[src/rtl/piso_pkg.sv]
// Shared widths and types for the parallel-in serial-out shift register.
package piso_pkg;

  localparam int NIB_W   = 4;
  localparam int CNT_W   = 3;
  localparam int FRAME_W = 2 * NIB_W;

  typedef logic [FRAME_W-1:0] frame_t;
  typedef logic [CNT_W-1:0]   cnt_t;

endpackage : piso_pkg

[src/rtl/piso_bit_counter.sv]
// Loadable down-counter tracking how many frame bits are still to be sent.
// A load takes priority over a decrement; the counter never wraps below zero.
module piso_bit_counter
  import piso_pkg::*;
#(
  parameter int CNT_W = piso_pkg::CNT_W
) (
  input  logic             clk,
  input  logic             rst,
  input  logic             load_i,
  input  logic [CNT_W-1:0] load_val_i,
  input  logic             dec_i,
  output logic             zero_o
);

  logic [CNT_W-1:0] remaining_q;
  logic [CNT_W-1:0] remaining_d;

  // Next count: reload, step down while non-zero, or hold.
  always_comb begin
    remaining_d = remaining_q;
    if (load_i) begin
      remaining_d = load_val_i;
    end else if (dec_i && (remaining_q != '0)) begin
      remaining_d = remaining_q - 1'b1;
    end
  end

  // Count register with synchronous reset.
  always_ff @(posedge clk) begin
    if (rst) begin
      remaining_q <= '0;
    end else begin
      remaining_q <= remaining_d;
    end
  end

  assign zero_o = (remaining_q == '0);

endmodule : piso_bit_counter

[src/rtl/piso_shift_register.sv]
// Parallel-in serial-out shift register. A load captures {in_hi, in_lo} and
// emits the first bit on q at that same edge; the remaining d bits follow one
// per clock, after which q idles at 0.
// Build option: MSB_FIRST_EN -- when defined, the selected d+1 bits are sent
// from frame[d] down to frame[0]; otherwise they are sent frame[0] upward.
module piso_shift_register
  import piso_pkg::*;
#(
  parameter int NIB_W = piso_pkg::NIB_W,
  parameter int CNT_W = piso_pkg::CNT_W
) (
  input  logic             clk,
  input  logic             rst,
  input  logic [NIB_W-1:0] in_lo,
  output logic             q,
  input  logic             load,
  input  logic [NIB_W-1:0] in_hi,
  input  logic [CNT_W-1:0] d
);

  localparam int FW = 2 * NIB_W;

  logic [FW-1:0] frame_w;
  logic [FW-1:0] shreg_q;
  logic [FW-1:0] shreg_d;
  logic          q_q;
  logic          q_d;
  logic          cnt_zero;

  assign frame_w = {in_hi, in_lo};

  // Remaining-bit counter: reloaded with d on every load, stepped per sent bit.
  piso_bit_counter #(
    .CNT_W (CNT_W)
  ) u_cnt (
    .clk        (clk),
    .rst        (rst),
    .load_i     (load),
    .load_val_i (d),
    .dec_i      (1'b1),
    .zero_o     (cnt_zero)
  );

`ifdef MSB_FIRST_EN
  // Left-justify frame[d] into the top bit so the shift-left path emits
  // frame[d], frame[d-1], ... frame[0] and ignores bits above d.
  logic [CNT_W-1:0] shamt_w;
  logic [FW-1:0]    aligned_w;

  assign shamt_w   = CNT_W'(FW - 1) - d;
  assign aligned_w = frame_w << shamt_w;

  // Next shift/output state for MSB-first serialisation.
  always_comb begin
    shreg_d = shreg_q;
    q_d     = 1'b0;
    if (load) begin
      q_d     = aligned_w[FW-1];
      shreg_d = {aligned_w[FW-2:0], 1'b0};
    end else if (!cnt_zero) begin
      q_d     = shreg_q[FW-1];
      shreg_d = {shreg_q[FW-2:0], 1'b0};
    end
  end
`else
  // Next shift/output state for LSB-first serialisation.
  always_comb begin
    shreg_d = shreg_q;
    q_d     = 1'b0;
    if (load) begin
      q_d     = frame_w[0];
      shreg_d = {1'b0, frame_w[FW-1:1]};
    end else if (!cnt_zero) begin
      q_d     = shreg_q[0];
      shreg_d = {1'b0, shreg_q[FW-1:1]};
    end
  end
`endif

  // Shift register and registered serial output; reset wins over load.
  always_ff @(posedge clk) begin
    if (rst) begin
      shreg_q <= '0;
      q_q     <= 1'b0;
    end else begin
      shreg_q <= shreg_d;
      q_q     <= q_d;
    end
  end

  assign q = q_q;

endmodule : piso_shift_register

[config.mk]
export PLATFORM = sky130hd
export DESIGN_NAME = piso_shift_register
export DESIGN_NICKNAME = d
export VERILOG_FILES = /design/src/rtl/piso_pkg.sv /design/src/rtl/piso_bit_counter.sv /design/src/rtl/piso_shift_register.sv
export SDC_FILE = /design/constraint.sdc
export NUM_CORES = 1
export LEC_CHECK = 0
export CAP_MARGIN = 20
export CORE_MARGIN = 1
export CORE_UTILIZATION = 41
export CTS_CLUSTER_DIAMETER = 150
export DETAILED_ROUTE_END_ITERATION = 7
export GPL_TIMING_DRIVEN = 1
export PLACE_DENSITY_LB_ADDON = 0.3
export SLEW_MARGIN = 20
export SYNTH_ARGS = -nofsm -noshare
export SYNTH_HDL_FRONTEND = slang
export SYNTH_SLANG_ARGS = --single-unit
[constraint.sdc]
create_clock -name clk -period 1.3 [get_ports clk]
set_input_delay 0.13 -clock clk [delete_from_list [all_inputs] [get_ports clk]]
set_output_delay 0.13 -clock clk [all_outputs]
set_load 0.1 [all_outputs]
==> flow_summary.toml, run 1 <==
[status]
status = "complete, no violations"

[timing]
rsz0062_at_grt = "yes"
fmax_mhz = 785
clock_skew_ps = 4.90
hold_violations = 0
slew_headroom = 0.831
fin_crit_ps = 1270
tightest_slew_ps = 253
slew_violations = 0
setup_viol = 0
fin_crit_sh = 0.979

[placement]
gp_congestion = 0.645
place_area_um2 = 764
dp_hpwl_um = 750
io_buffers = 14

[floorplan]
coreArea_um2 = 1300
initial_utilization = 0.440
row_count = 13
die_area_um2 = 1550
die_height_um = 39.4
die_w_um = 39.4
io_pins = 15

[layout]
final_common_cell = "clkdlybuf4s50_1"
layout_common_cells = "clkdlybuf4s50_1 (13), a21oi_1 (9), dfxtp_1 (9)"
drive_above_1_share = 0.280
fillers = 128
final_nets = 99
fin_area_um2 = 805
syn_to_final_growth_pct = 40.4
n_antenna_cell = 0

[synth]
synth.distinct_cells = 19
synthCells = 63
synth-seq-area-share = 0.384
yosysTopAreaCell = "dfxtp_1"
synth.avg_cell_area_um2 = 9.10
synth.area.top_cells = "dfxtp_1 (38%), mux2_2 (12%), a21oi_1 (7.9%), o21a_1 (7.9%), inv_1 (5.9%)"
synth_top_area_share = 0.384
synth_area_um2 = 573
ys_seq_elements = 11
yosysWarningCount = 0
syn-num-nets = 79

[clock_network]
cts_setup_buffers = 0
cts-root-buf = "clkbuf_4"
htree_levels = 1
cts.clk_slew.worst_paths_ps = 80
cts_sinks = 11
clockBufferDepth = 2
clk_latency_ps = 260
numCtsBuffers = 3
cts_tree = "yes"

[flow_run]
drv_cap = 0

[route]
drt_iter0_markers = 1
vias = 466
totalWireLength_um = 1010
ant_nets = 0
drc_errors = 0
drtPass1Iterations = 2
wl_per_cell_um = 10.4
viasPerCell = 4.80

[power_and_ir_drop]
cellPowerDensity_nw_per_um2 = 1050
power_leakage_uw = 0.000345
power_uw = 848
vdd_ir_drop_max_mv = 0.611

[min_path]
hold_path.class = "in2reg"

[worst_setup_path]
crit_path_end_kind = "flip-flop"
critical_path_arrival_ps = 1440
startpoint_type = "flip-flop"
critPathMaxFanout = 6
path_class = "reg2reg"
required_ps = 1470

[global_route]
grt.total_usage = 0.167
grt_pass1_wl_um = 1680
grt_max_degree = 14
grt_overflow = 0
antenna_found_initial = 0
grt_pass1_vias = 405
kinds of logic (layout without fill, tap and decap cells):
kind of cell	after synthesis	after routing	share of synthesized area
muxes	6	6	0.118
buffers and inverters	13	31	0.0982
and+or+nand+nor	13	14	0.144
DFF	11	11	0.384
adders and majority gates	2	2	0.0437
AOI/OAI and AO/OA	18	18	0.212
critical path, stage by stage (launching register included):
cell and delay, ps:
dfxtp_2 340, inv_2 50, ha_4 170, nand2b_4 110
mux2_2 340, o21a_1 160
power breakdown:
part | switching (µW) | total [µW] | leakage (µW) | internal, µW
registers | 15.8 | 382 | 0.0000919 | 366
clock network | 116 | 230 | 0.0000177 | 114
logic | 99.3 | 236 | 0.000235 | 137
total | 231 | 848 | 0.000345 | 616
Yosys cell counts:
master      n
a2111oi_2   1
a211o_1     1
a211oi_1    1
a21oi_1     9
buf_6       1
clkbuf_1    3
dfxtp_1    11
ha_1        2
inv_1       9
mux2_2      6
nand2_1     3
nand2b_4    1
nand3b_1    1
nor2_1      1
nor2b_1     2
nor3_1      2
nor3b_1     2
o21a_1      6
or3b_1      1
flip-flops by register name, summed over array words and instances, names as in the netlist:
name and count:
q 1, shreg_q 7, u_cnt.remaining_q 3
per-stage QoR:
stage | setup TNS (ps) | hold WS, ps | setup slack [ps] | utilization | cells
after floorplan | 0 | 202 | 13.7 | - | 63
after CTS | 0 | 412 | 10.7 | 0.615 | 97
after global placement | 0 | 488 | 34.4 | 0.588 | 92
after detailed placement | -4.82 | 485 | -4.82 | 0.588 | 92
after global routing | -131 | 431 | -31.4 | 0.618 | 97
final | 0 | 414 | 26.8 | 0.618 | 97
final cells by class:
class	count	area [µm²]	share of cell area
tap	15	18.8	0.0233
clock inverter	1	5.00	0.00622
sequential	11	223	0.277
multi-input combinational	40	322	0.400
inverter	9	33.8	0.0420
timing repair buffer	18	180	0.224
clock buffer	3	22.5	0.0280
path summary, 6_finish.rpt:
| path | startpoint | end | slack [ps] | cells after the start |
|---|---|---|---|---|
| worst min-delay path | d[1] | u_cnt.remaining_q[1] | 410 | 3 |
| worst max register to register | u_cnt.remaining_q[0] | shreg_q[4] | 30 | 5 |
| worst max-delay path | u_cnt.remaining_q[0] | shreg_q[4] | 30 | 5 |
| worst min register to register | shreg_q[0] | q | 510 | 2 |
what timing repair did:
item	4_1_cts	5_1_grt
pin swaps	0	0
gates resized for setup	0	1
endpoints found under the setup margin	5	6
hold buffers	0	0
cloned	1	0
routing by layer:
metal  track usage  vias up  wire, µm  share of wire
li1              -      251         -              -
met3        0.0511        2        37          0.037
met1         0.207      205       489           0.48
met2         0.263        8       478           0.47
met5             0        -         0              0
met4        0.0776        0         4         0.0040
(Power assumes the default switching activity.)
==> run 2: changes to the inputs <==
CORE_UTILIZATION = 44   (was 41)
CTS_BUF_LIST = sky130_fd_sc_hd__clkbuf_8   (was unset)
==> run 2 against run 1 <==
Net effect:
- first-iteration DRC count stayed put
- critical path type unchanged
- critical endpoint is now shreg_q[2]
- clock power is 46% higher
- count of clock-buffer cells in the layout stayed put
- worst setup slack better by 3.4 ps
- clock skew is 1.8 ps lower
- largest power group unchanged
==> flow_summary.toml, run 2 (synthesis results as in run 1) <==
[layout]
top_register = "shreg_q"
final_nets = 100
drive_above_1_share = 0.277
final_common_cell = "clkdlybuf4s50_1"
syn_to_final_growth_pct = 43.9
fin_area_um2 = 825
layout_common_cells = "clkdlybuf4s50_1 (13), a21oi_1 (9), dfxtp_1 (9)"
n_antenna_cell = 0
largest_reg_flops = 7

[placement]
gp_congestion = 0.690
dp_slack_ps = 11.8
dp_hpwl_um = 786
place_area_um2 = 771
io_buffers = 14

[flow_run]
drv_cap = 0

[global_route]
grt_max_degree = 12
grt_pass1_vias = 370
grt_pass1_wl_um = 1490
antenna_found_initial = 0
grt_overflow = 0
grt.total_usage = 0.149

[worst_setup_path]
critPathMaxFanout = 6
crit_slowest_cell = "mux2_2"
timing.rr.start = "u_cnt.remaining_q[1]"
max_stage_delay_ps = 340
rr_worst_depth = 5
path_class = "reg2reg"
required_ps = 1430
reg2reg_slack_ps = 30
crit_path_end_kind = "flip-flop"
startpoint_type = "flip-flop"
r2r_end = "shreg_q[2]"
critical_path_arrival_ps = 1400
crit_chain = "inv_2 -> ha_4 -> nand2b_4 -> mux2_2 -> o21a_1"

[route]
drt_iter0_markers = 1
viasPerCell = 4.86
vias = 471
drtPass1Iterations = 2
totalWireLength_um = 1050
ant_nets = 0
wl_per_cell_um = 10.8
drc_errors = 0

[timing]
clock_skew_ps = 3.12
hold_violations = 0
slew_violations = 0
fin_crit_sh = 0.977
fin_crit_ps = 1270
setup_viol = 0
rsz0062_at_grt = "yes"
tightest_slew_ps = 258
timing.hold.ws_ps = 445
slew_headroom = 0.827
fmax_mhz = 788
setup_ws_ps = 30.3
tns_ps = 0

[min_path]
hold_path.class = "in2reg"
hold_depth = 3
min_to = "q"
worstHoldStart = "in_lo[0]"

[clock_network]
htree_levels = 1
cts_hold_buf = 0
clk_latency_ps = 230
numCtsBuffers = 3
clockBufferDepth = 2
cts-root-buf = "clkbuf_8"
cts_setup_buffers = 0
cts_tree = "yes"
cts_resized = 0
cts.clk_slew.worst_paths_ps = 50
cts_sinks = 11

[power_and_ir_drop]
internal-power_uw = 713
power_uw = 956
vdd_ir_drop_max_mv = 0.883
p_seq_frac = 0.402
combPwrFrac = 0.248
p_switching_uw = 243
swShare = 0.254
cellPowerDensity_nw_per_um2 = 1160
clockPowerShare = 0.350
power_leakage_uw = 0.000355

[floorplan]
die_area_um2 = 1450
coreArea_um2 = 1160
die_w_um = 38.1
row_count = 12
die_height_um = 38.1
initial_utilization = 0.496
io_pins = 15

[status]
status = "complete, no violations"
run 2: through the flow:
stage | util | cells
global route | 0.713 | 97
floorplan | - | 63
finish | 0.713 | 97
global placement | 0.667 | 92
detailed placement | 0.667 | 92
CTS | 0.706 | 96
run 2: layout make-up:
| cell class | instances | area [µm²] |
|---|---|---|
| Clock inverter | 1 | 3.75 |
| Multi-Input combinational cell | 40 | 318 |
| Timing Repair Buffer | 19 | 188 |
| Tap cell | 14 | 17.5 |
| Sequential cell | 11 | 223 |
| Fill cell | 92 | 332 |
| Inverter | 9 | 33.8 |
| Clock buffer | 3 | 41.3 |
run 2: worst max-delay path, delay by kind of cell (launching register included):
kind                     cells  cell delay (ps)
multiplexers                 1              340
AO/OA/AOI/OAI                1              170
adder cells (fa/ha/maj)      1              170
buffers and inverters        1               50
AND/OR/NAND/NOR              1              100
flip-flops                   1              330
run 2: layer usage:
metal / routed length [µm] / vias up / GRT usage
li1: - / 256 / -
met1: 498 / 204 / 0.173
met2: 498 / 9 / 0.250
met3: 39 / 2 / 0.0523
met4: 11 / 0 / 0.0536
met5: 0 / - / 0
run 2: worst max path at each step:
| stage | startpoint | slack, ps | end | depth (start not counted) |
|---|---|---|---|---|
| 2_1_floorplan | u_cnt.remaining_q[0] | 10 | shreg_q[0] | 6 |
| 6_report | u_cnt.remaining_q[1] | 30 | shreg_q[2] | 5 |
| 3_3_place_gp | load | 10 | shreg_q[6] | 3 |
| 4_1_cts | u_cnt.remaining_q[1] | 5 | shreg_q[5] | 5 |
| 3_5_place_dp | load | 10 | shreg_q[6] | 3 |
| 5_1_grt | u_cnt.remaining_q[0] | -8 | shreg_q[1] | 5 |
run 2: power by group through the flow:
stage                     logic [µW]  clock network [µW]  registers (µW)
after CTS                        231                 335             383
after detailed placement         230                   0             390
final                            237                 335             384
after global routing             255                 358             387
after floorplan                  149                   0             398
after global placement           225                   0             388
